## src/rtl/hub75_pkg.sv

```systemverilog
// Shared types for the HUB75 double-buffered frame store.
// Pixel layout is {R,G,B}, with R in the top channel.
package hub75_pkg;

  localparam int unsigned BPP = 8;
  localparam int unsigned R_IDX = 2;
  localparam int unsigned G_IDX = 1;
  localparam int unsigned B_IDX = 0;

  typedef logic [2:0][BPP-1:0] pixel_t;

  typedef enum logic {
    SW_IDLE,
    SW_PEND
  } swap_state_e;

endpackage

```

## src/rtl/hub75_fb_bank.sv

```systemverilog
// One frame bank: a single write port and one registered read port
// per scan segment. Read registers hold their value while re_i is low.
module hub75_fb_bank
  import hub75_pkg::*;
#(
  parameter int unsigned depth_p          = 64,
  parameter int unsigned segments_p       = 2,
  parameter int unsigned seg_size_p       = 32,
  parameter int unsigned bpp_p            = 8,
  parameter int unsigned addr_width_p     = 6,
  parameter int unsigned seg_addr_width_p = 5
) (
  input  logic                                 clk,
  input  logic                                 rst_n,
  input  logic                                 we_i,
  input  logic [addr_width_p-1:0]              waddr_i,
  input  logic [2:0][bpp_p-1:0]                wdata_i,
  input  logic                                 re_i,
  input  logic [seg_addr_width_p-1:0]          raddr_i,
  output logic [segments_p-1:0][2:0][bpp_p-1:0] rdata_o
);

  logic [2:0][bpp_p-1:0] mem_q [depth_p];
  logic [segments_p-1:0][2:0][bpp_p-1:0] rdata_q;
  logic [segments_p-1:0][2:0][bpp_p-1:0] rdata_d;

  always_ff @(posedge clk) begin
    if (we_i) begin
      mem_q[waddr_i] <= wdata_i;
    end
  end

  // Segment s sees the same row offset, one segment further down.
  always_comb begin
    rdata_d = rdata_q;
    if (re_i) begin
      for (int s = 0; s < int'(segments_p); s++) begin
        rdata_d[s] = mem_q[addr_width_p'(int'(raddr_i) + s * int'(seg_size_p))];
      end
    end
  end

  always_ff @(posedge clk) begin
    if (!rst_n) begin
      rdata_q <= '0;
    end else begin
      rdata_q <= rdata_d;
    end
  end

  assign rdata_o = rdata_q;

endmodule

```

## src/rtl/hub75_frame_buffer.sv

```systemverilog
// Double-buffered HUB75 frame store: writers fill the back bank,
// a commit is swapped in at the next scan-driver frame boundary.
module hub75_frame_buffer
  import hub75_pkg::*;
#(
  parameter int unsigned hpixel_p   = 8,
  parameter int unsigned vpixel_p   = 8,
  parameter int unsigned bpp_p      = 8,
  parameter int unsigned segments_p = 2,
  localparam int unsigned frame_size_p     = hpixel_p * vpixel_p,
  localparam int unsigned seg_size_p       = frame_size_p / segments_p,
  localparam int unsigned addr_width_p     = $clog2(frame_size_p),
  localparam int unsigned seg_addr_width_p = $clog2(seg_size_p)
) (
  input  logic                                  clk,
  input  logic                                  rst_n,
  input  logic                                  i_wr_valid,
  output logic                                  o_wr_ready,
  input  logic [addr_width_p-1:0]               i_wr_addr,
  input  logic [2:0][bpp_p-1:0]                 i_wr_data,
  input  logic                                  i_wr_commit,
  output logic                                  o_wr_err,
  input  logic                                  i_frame_sync,
  input  logic                                  i_rd_en,
  input  logic [seg_addr_width_p-1:0]           i_rd_addr,
  output logic [segments_p-1:0][2:0][bpp_p-1:0] o_rd_data,
  output logic                                  o_rd_valid,
  output logic                                  o_active_bank,
  output logic                                  o_swap_pending
);

  if (vpixel_p % segments_p != 0) begin : g_bad_segments
    $error("vpixel_p must be a multiple of segments_p");
  end

  swap_state_e state_q, state_d;
  logic active_q, active_d;
  logic err_q, err_d;
  logic rd_valid_q;
  logic rd_sel_q;
  logic wr_acc;
  logic in_range;
  logic [1:0] bank_we;
  logic [1:0] bank_re;
  logic [segments_p-1:0][2:0][bpp_p-1:0] bank_rdata [2];

  assign o_wr_ready = (state_q == SW_IDLE);
  assign wr_acc     = i_wr_valid && o_wr_ready;
  assign in_range   = 32'(i_wr_addr) < frame_size_p;
  assign err_d      = wr_acc && !in_range;

  for (genvar k = 0; k < 2; k++) begin : g_bank
    assign bank_we[k] = wr_acc && in_range && (active_q != 1'(k));
    assign bank_re[k] = i_rd_en && (active_q == 1'(k));

    hub75_fb_bank #(
      .depth_p          (frame_size_p),
      .segments_p       (segments_p),
      .seg_size_p       (seg_size_p),
      .bpp_p            (bpp_p),
      .addr_width_p     (addr_width_p),
      .seg_addr_width_p (seg_addr_width_p)
    ) u_bank (
      .clk     (clk),
      .rst_n   (rst_n),
      .we_i    (bank_we[k]),
      .waddr_i (i_wr_addr),
      .wdata_i (i_wr_data),
      .re_i    (bank_re[k]),
      .raddr_i (i_rd_addr),
      .rdata_o (bank_rdata[k])
    );
  end

  // A commit landing on a sync edge swaps immediately, never pending.
  always_comb begin
    state_d  = state_q;
    active_d = active_q;
    unique case (state_q)
      SW_IDLE: begin
        if (i_wr_commit) begin
          if (i_frame_sync) begin
            active_d = ~active_q;
          end else begin
            state_d = SW_PEND;
          end
        end
      end
      SW_PEND: begin
        if (i_frame_sync) begin
          active_d = ~active_q;
          state_d  = SW_IDLE;
        end
      end
      default: state_d = SW_IDLE;
    endcase
  end

  always_ff @(posedge clk) begin
    if (!rst_n) begin
      state_q    <= SW_IDLE;
      active_q   <= 1'b0;
      err_q      <= 1'b0;
      rd_valid_q <= 1'b0;
      rd_sel_q   <= 1'b0;
    end else begin
      state_q    <= state_d;
      active_q   <= active_d;
      err_q      <= err_d;
      rd_valid_q <= i_rd_en;
      if (i_rd_en) begin
        rd_sel_q <= active_q;
      end
    end
  end

  // Output follows the bank that served the last read, so it holds.
  assign o_rd_data      = rd_sel_q ? bank_rdata[1] : bank_rdata[0];
  assign o_rd_valid     = rd_valid_q;
  assign o_wr_err       = err_q;
  assign o_active_bank  = active_q;
  assign o_swap_pending = (state_q == SW_PEND);

endmodule
```

## config.mk

```make
export PLATFORM = sky130hd
export DESIGN_NAME = hub75_frame_buffer
export DESIGN_NICKNAME = d
export VERILOG_FILES = /design/src/rtl/hub75_pkg.sv /design/src/rtl/hub75_fb_bank.sv /design/src/rtl/hub75_frame_buffer.sv
export SDC_FILE = /design/constraint.sdc
export NUM_CORES = 2
export LEC_CHECK = 0
export ABC_CLOCK_PERIOD_IN_PS = 3800
export BUFFER_PORTS_ARGS = -buffer_cell sky130_fd_sc_hd__buf_2
export CAP_MARGIN = 20
export CORE_ASPECT_RATIO = 0.5
export CORE_UTILIZATION = 55
export CTS_BUF_LIST = sky130_fd_sc_hd__clkbuf_8 sky130_fd_sc_hd__clkbuf_16
export DETAILED_ROUTE_END_ITERATION = 12
export PLACE_DENSITY = 0.71
export RECOVER_POWER = 25
export REMOVE_ABC_BUFFERS = 1
export SYNTH_ARGS = -nofsm -noshare
export SYNTH_HDL_FRONTEND = slang
export SYNTH_SLANG_ARGS = --single-unit
```

## constraint.sdc

```tcl
create_clock -name clk -period 3.8 [get_ports clk]
set_input_delay 0.19 -clock clk [delete_from_list [all_inputs] [get_ports clk]]
set_output_delay 0.19 -clock clk [all_outputs]
set_load 0.05 [all_outputs]
```

Word level (Yosys, flattened, before mapping)
Memory sizes are Yosys's and may differ from the RTL's. A register that Yosys moved wholly into a read port is not among the register bits.
Cells that the tools add are included.
{"block": "totals", "input_bits": 41, "mem_bits_rw": 3072, "regBits": 4, "mem_count": 2, "latch_bits": 0, "mem_bits_ro": 0, "wordCells": 30, "output_inout_bits": 53}
{"name": "g_bank[0].u_bank.mem_q", "words": 64, "word_bits": 24, "rd": 2, "rd_ports_with_merged_regs": 2, "wr": 1, "line": "hub75_fb_bank.sv:23", "source": "logic [2:0][bpp_p-1:0] mem_q [depth_p];"}
{"name": "g_bank[1].u_bank.mem_q", "words": 64, "word_bits": 24, "rd": 2, "rd_ports_with_merged_regs": 2, "wr": 1, "line": "hub75_fb_bank.sv:23"}
{"block": "classes", "n_eq_ne": 1, "shift": 0, "n_reduce_logical": 9, "add_sub_neg": 1, "div_mod_pow": 0, "bitwise_logic": 2, "magnitude_cmp": 0, "muxes": 11, "mul": 0}
{"operator": "two-way mux 48 bit", "n": 1}
{"operator": "two-way mux 1 bit", "n": 8}
{"operator": "adder 5 x 6 -> 6 bit, second input constant", "n": 1}
{"operator": "logical AND 1 bit", "n": 5}
{"operator": "zero test 1 bit", "n": 4}
{"operator": "case mux 1 bit (2 select lines)", "n": 2}
{"operator": "inequality test 2 x 1 -> 1 bit, second input constant", "n": 1}
{"operator": "NOT 1 bit", "n": 2}

Depth between registers and ports, before layout
{"block": "depth", "word_depth": 5, "mapped_depth": 10, "depth_no_buf": 5}

By module
A second synthesis with hierarchy kept.
{"block": "hier_totals", "cells_unflattened": 6841, "hier_area_um2": 123139.4}
{"module": "hub75_fb_bank", "n_inst": 2, "cells_per_inst": 3384, "seq_area_each_um2": 47085.2, "area_per_inst_um2": 61167.4}
{"module": "hub75_frame_buffer", "n_inst": 1, "cells_per_inst": 73, "seq_area_each_um2": 80.1, "area_per_inst_um2": 804.5}

Worst setup path after synthesis
No wires, ideal clock.
{"block": "synth_timing", "path_type": "register -> register", "start": "register state_q, in the netlist o_swap_pending", "end": "memory g_bank[0].u_bank.mem_q[59][0] in the netlist's numbering (enable)", "path_stages_with_launch": 6, "t_required_ns": 3.395, "period_less_slack_ns": 3.112, "setup_slack_ns": 0.688, "t_arrival_ns": 2.707, "n_path_buf": 1, "setup_ns": 0.405, "path_cell_list": "dfxtp_1 > inv_1 > and3_1 > clkbuf_1 > nand4_1 > nor2_1"}
{"block": "synth_via", "elab_chain_cells": 5}
{"item": "start: declaration", "line": "hub75_frame_buffer.sv:36", "source": "swap_state_e state_q, state_d;"}
{"item": "start signal: assignment", "line": "hub75_frame_buffer.sv:107", "source": "state_q <= state_d;"}
{"item": "NOT 1 bit"}
{"item": "via o_wr_ready", "line": "hub75_frame_buffer.sv:18", "source": "output logic o_wr_ready,"}
{"item": "logical AND 1 bit", "line": "hub75_frame_buffer.sv:48", "source": "assign wr_acc = i_wr_valid && o_wr_ready;"}
{"item": "logical AND 1 bit", "line": "hub75_frame_buffer.sv:53", "source": "assign bank_we[k] = wr_acc && in_range && (active_q != 1'(k));"}
{"item": "two-way mux 1 bit", "line": "hub75_fb_bank.sv:28", "source": "if (we_i) begin"}
{"item": "two-way mux 1 bit (implied by the code)", "line": "hub75_fb_bank.sv:29", "source": "mem_q[waddr_i] <= wdata_i;"}
{"item": "end: declaration", "line": "hub75_fb_bank.sv:23"}
The timed path passes the listed nets, and every way through them passes these cells.

Worst setup path after layout
{"block": "layout_timing", "start": "input i_wr_data[6] in the netlist's numbering", "end": "memory g_bank[1].u_bank.mem_q[22][6] in the netlist's numbering, data pin"}
{"item": "start: declaration", "line": "hub75_frame_buffer.sv:20", "source": "input logic [2:0][bpp_p-1:0] i_wr_data,"}
{"item": "end: declaration", "line": "hub75_fb_bank.sv:23"}
No word-level cell before the write port.

==> results.md <==
* Status: finished, violations left
* Violated checks: DRC, capacitance limit, slew limit
* Power Density at 514 nW/um2
* Setup ws final at 298 ps
* Commonest non-fill, non-tap cell in the layout: edfxtp_1
* Worst-path clk slew at 60 ps
* Crit path max fanout at 65
* Clock group share of total power at 39.2%
* Chip height at 335 um
* WL/cell at 34.1 um
* Root Buffer: clkbuf_16
* Number of global-route vias before repair at ~60000
* Fin crit share at between 90% and 100%
* Avg Inst Size Synth at ~21 um2
* Final hold viol count at 0
* Max-slew violation count at 1419
* Gate power share at 5.5%
* CP Buf/Inv Count at 2
* Fmax at 286 MHz
* Crit start category: input pin
* Sequential area share after synthesis at just under 80%
* Filler-free cell count of the finished design at 9368
* Routed Antenna Nets at 0
* Clock Skews at 35.9 ps
* Hold wc startpoint: i_rd_addr[3]
* Resize count post-CTS at 0
* CTS max path bufs at 4
* Cells after synthesis at ~5800
* CP max stage delay at 2840 ps
* Sw frac at 21.5%
* Row count at between 100 and 150
* Largest net degree at the start of global routing at 121
* Worst path slowest cell: clkbuf_1
* Die Area at 224000 um2
* Netlist cell types at 52
* Main synth FF type: edfxtp_1
* Worst hold stages at 3
* Die W at 668 um
* Final wirelength at 320 mm
* CP Class: input pin to register
* Dpl cells at 8832
* First-pass GRT wire length at 451 mm
* CTS buffer count at between 200 and 300
* Hold-fix buffers at CTS at 19
* Max cap viols at 22
* Final GP Congestion at 0.880
* Family with the most delay on the worst path: buffers and inverters
* Mapped cell area at 122000 um2
* Core box area at 219000 um2
* Post-route cell area at approximately 140000 um2
* EDFF count, synth at 3072
* Iteration-0 DRC Markers at 9258
* Initial core utilization at 55.6%
* CP Capture Type: register
* Clk_lat worst skew at 830 ps
* Post-layout min period at 3500 ps
* Dpl hpwl at 184 mm
* Post-synth ARST share at 0%
* R2r startpoint: o_active_bank
* P&R area growth vs syn at 12.2%
* Fin Hold WS at 79.9 ps
* Final setup fails at 0
* CP cell instances: clkbuf_1 > clkbuf_2
* Vias per cell at 6.66
* Flop pwr share at a little under three fifths
* Internal power at 55.1 mW
* IR drop worst, VDD at approximately 370 uV
* Via count at 62400
* Worst R2R End: g_bank[1].u_bank.rdata_o[8]
* Ys Warns at 0
* Total negative slack at 0 ps
* Share of cells above drive strength 1 at 26.0%
* FF-to-FF path depth at 5
* Worst EP arrival at 4010 ps
* Global route overflow at 0
* Flop-to-flop setup slack at between 400 and 500 ps
* DRC at 6
* HP Class: input pin to register
* Pleak at 44.4 nW
* Initial DRT Pass Iterations at 10
* Commonest cells after routing, fill and taps aside: edfxtp_1 (3072), mux4_2 (576), mux2i_1 (527)
* Slew @ Worst Pin at 4310 ps
* Net switching power at 15.1 mW
* WP data required at between 4000 and 5000 ps
* Post-CTS setup buffers at 0
* #FFs+latches synth at 3172
* Initial antenna violation count at 33
* Max transition margin at -187%
* Aggregate global-route resource usage at between 20% and 30%
* Number of port buffers at 92
* DP Area at 128000 um2
* # IOs at 94
* RSZ-0062 raised after global routing: false
* Pre-CTS setup slack at ~130 ps
* Final nets at approximately 6200
* CTS sink cnt at 3172
* H-tree Lvls at 5
* Layout fillers at between 10000 and 15000
* Worst hold endpoint: g_bank[0].u_bank.rdata_o[1]
* CTS tree: done
[layout make-up]
| type | instances | area [um2] | share of cell area [%] |
|---|---|---|---|
| flip-flops and latches | 3172 | 94300 | 69.0 |
| clock buffers | 309 | 7540 | 5.52 |
| diodes | 13 | 32.5 | 0.0238 |
| inverters | 9 | 33.8 | 0.0247 |
| repair buffers | 453 | 3740 | 2.73 |
| multi-input cells | 2271 | 26100 | 19.1 |
| clock inverters | 189 | 1210 | 0.888 |
| well taps | 2952 | 3690 | 2.70 |
[metal layers]
layer / up-vias / share of wire (%) / track usage (%)
li1: 24900 / - / -
met1: 32900 / 38 / 41.5
met2: 4117 / 45 / 42.1
met3: 544 / 14 / 9.27
met4: 4 / 2.7 / 7.35
met5: - / 0.0084 / 0
[cells in the mapped netlist (all sizes together), types with 12 or more instances]
master | instances | area (um2)
o22ai | 209 | 1310
o21ai | 85 | 425
or4b | 27 | 270
buf | 191 | 1190
o32ai | 15 | 131
edfxtp | 3072 | 92200
or3b | 19 | 166
clkbuf | 154 | 578
nor2b | 31 | 194
a211oi | 26 | 195
mux4 | 576 | 13000
a22o | 29 | 254
nand2 | 28 | 105
mux2i | 527 | 5280
nor2 | 221 | 830
nand2b | 12 | 75.1
dfxtp | 100 | 2000
mux2 | 161 | 1810
a221o | 24 | 240
a21oi | 133 | 666
nor3 | 99 | 495
[state kept, by name (all words and copies together), names as in the netlist]
name,cells
rd_sel_q,1
o_swap_pending,1
g_bank.u_bank.mem_q,3072
o_active_bank,1
g_bank.u_bank.rdata_o,96
o_rd_valid,1
[logic make-up after synthesis]
family,after synthesis,synth area share (%)
DFF,3172,77.4
muxes,1264,16.5
AOI/OAI and AO/OA,541,2.78
and+or+nand+nor,464,1.90
buffers and inverters,354,1.48
xor gates and xnor gates,1,0.00719
other,1,0.00308
[metrics by stage]
stage | power, mW | utilization [%]
global placement | 43.2 | 58.3
floorplan | 41.0 | -
detailed placement | 43.3 | 58.3
finish | 70.2 | 62.4
global route | 71.8 | 62.4
CTS | 70.3 | 62.4
[worst max path at each step]
stage,startpoint,endpoint,slack [ps],cells after the start
floorplan,o_active_bank,g_bank[0].u_bank.rdata_o[21],740,5
global placement,i_rd_addr[3],g_bank[0].u_bank.rdata_o[19],190,7
detailed placement,i_rd_addr[3],g_bank[0].u_bank.rdata_o[19],130,7
CTS,i_rd_addr[4],g_bank[0].u_bank.rdata_o[19],540,8
global route,i_wr_data[6],g_bank[1].u_bank.mem_q[22][6],240,2
finish,i_wr_data[6],g_bank[1].u_bank.mem_q[22][6],300,2
[power by group through the flow]
stage	combinational [mW]	clock [mW]	sequential, mW
4_1_cts	3.83	27.7	38.7
3_3_place_gp	3.71	0	39.5
5_1_grt	4.02	29.0	38.8
3_5_place_dp	3.80	0	39.5
6_report	3.88	27.6	38.8
2_1_floorplan	1.66	0	39.3
No activity file was read; power rests on OpenSTA's default activity.
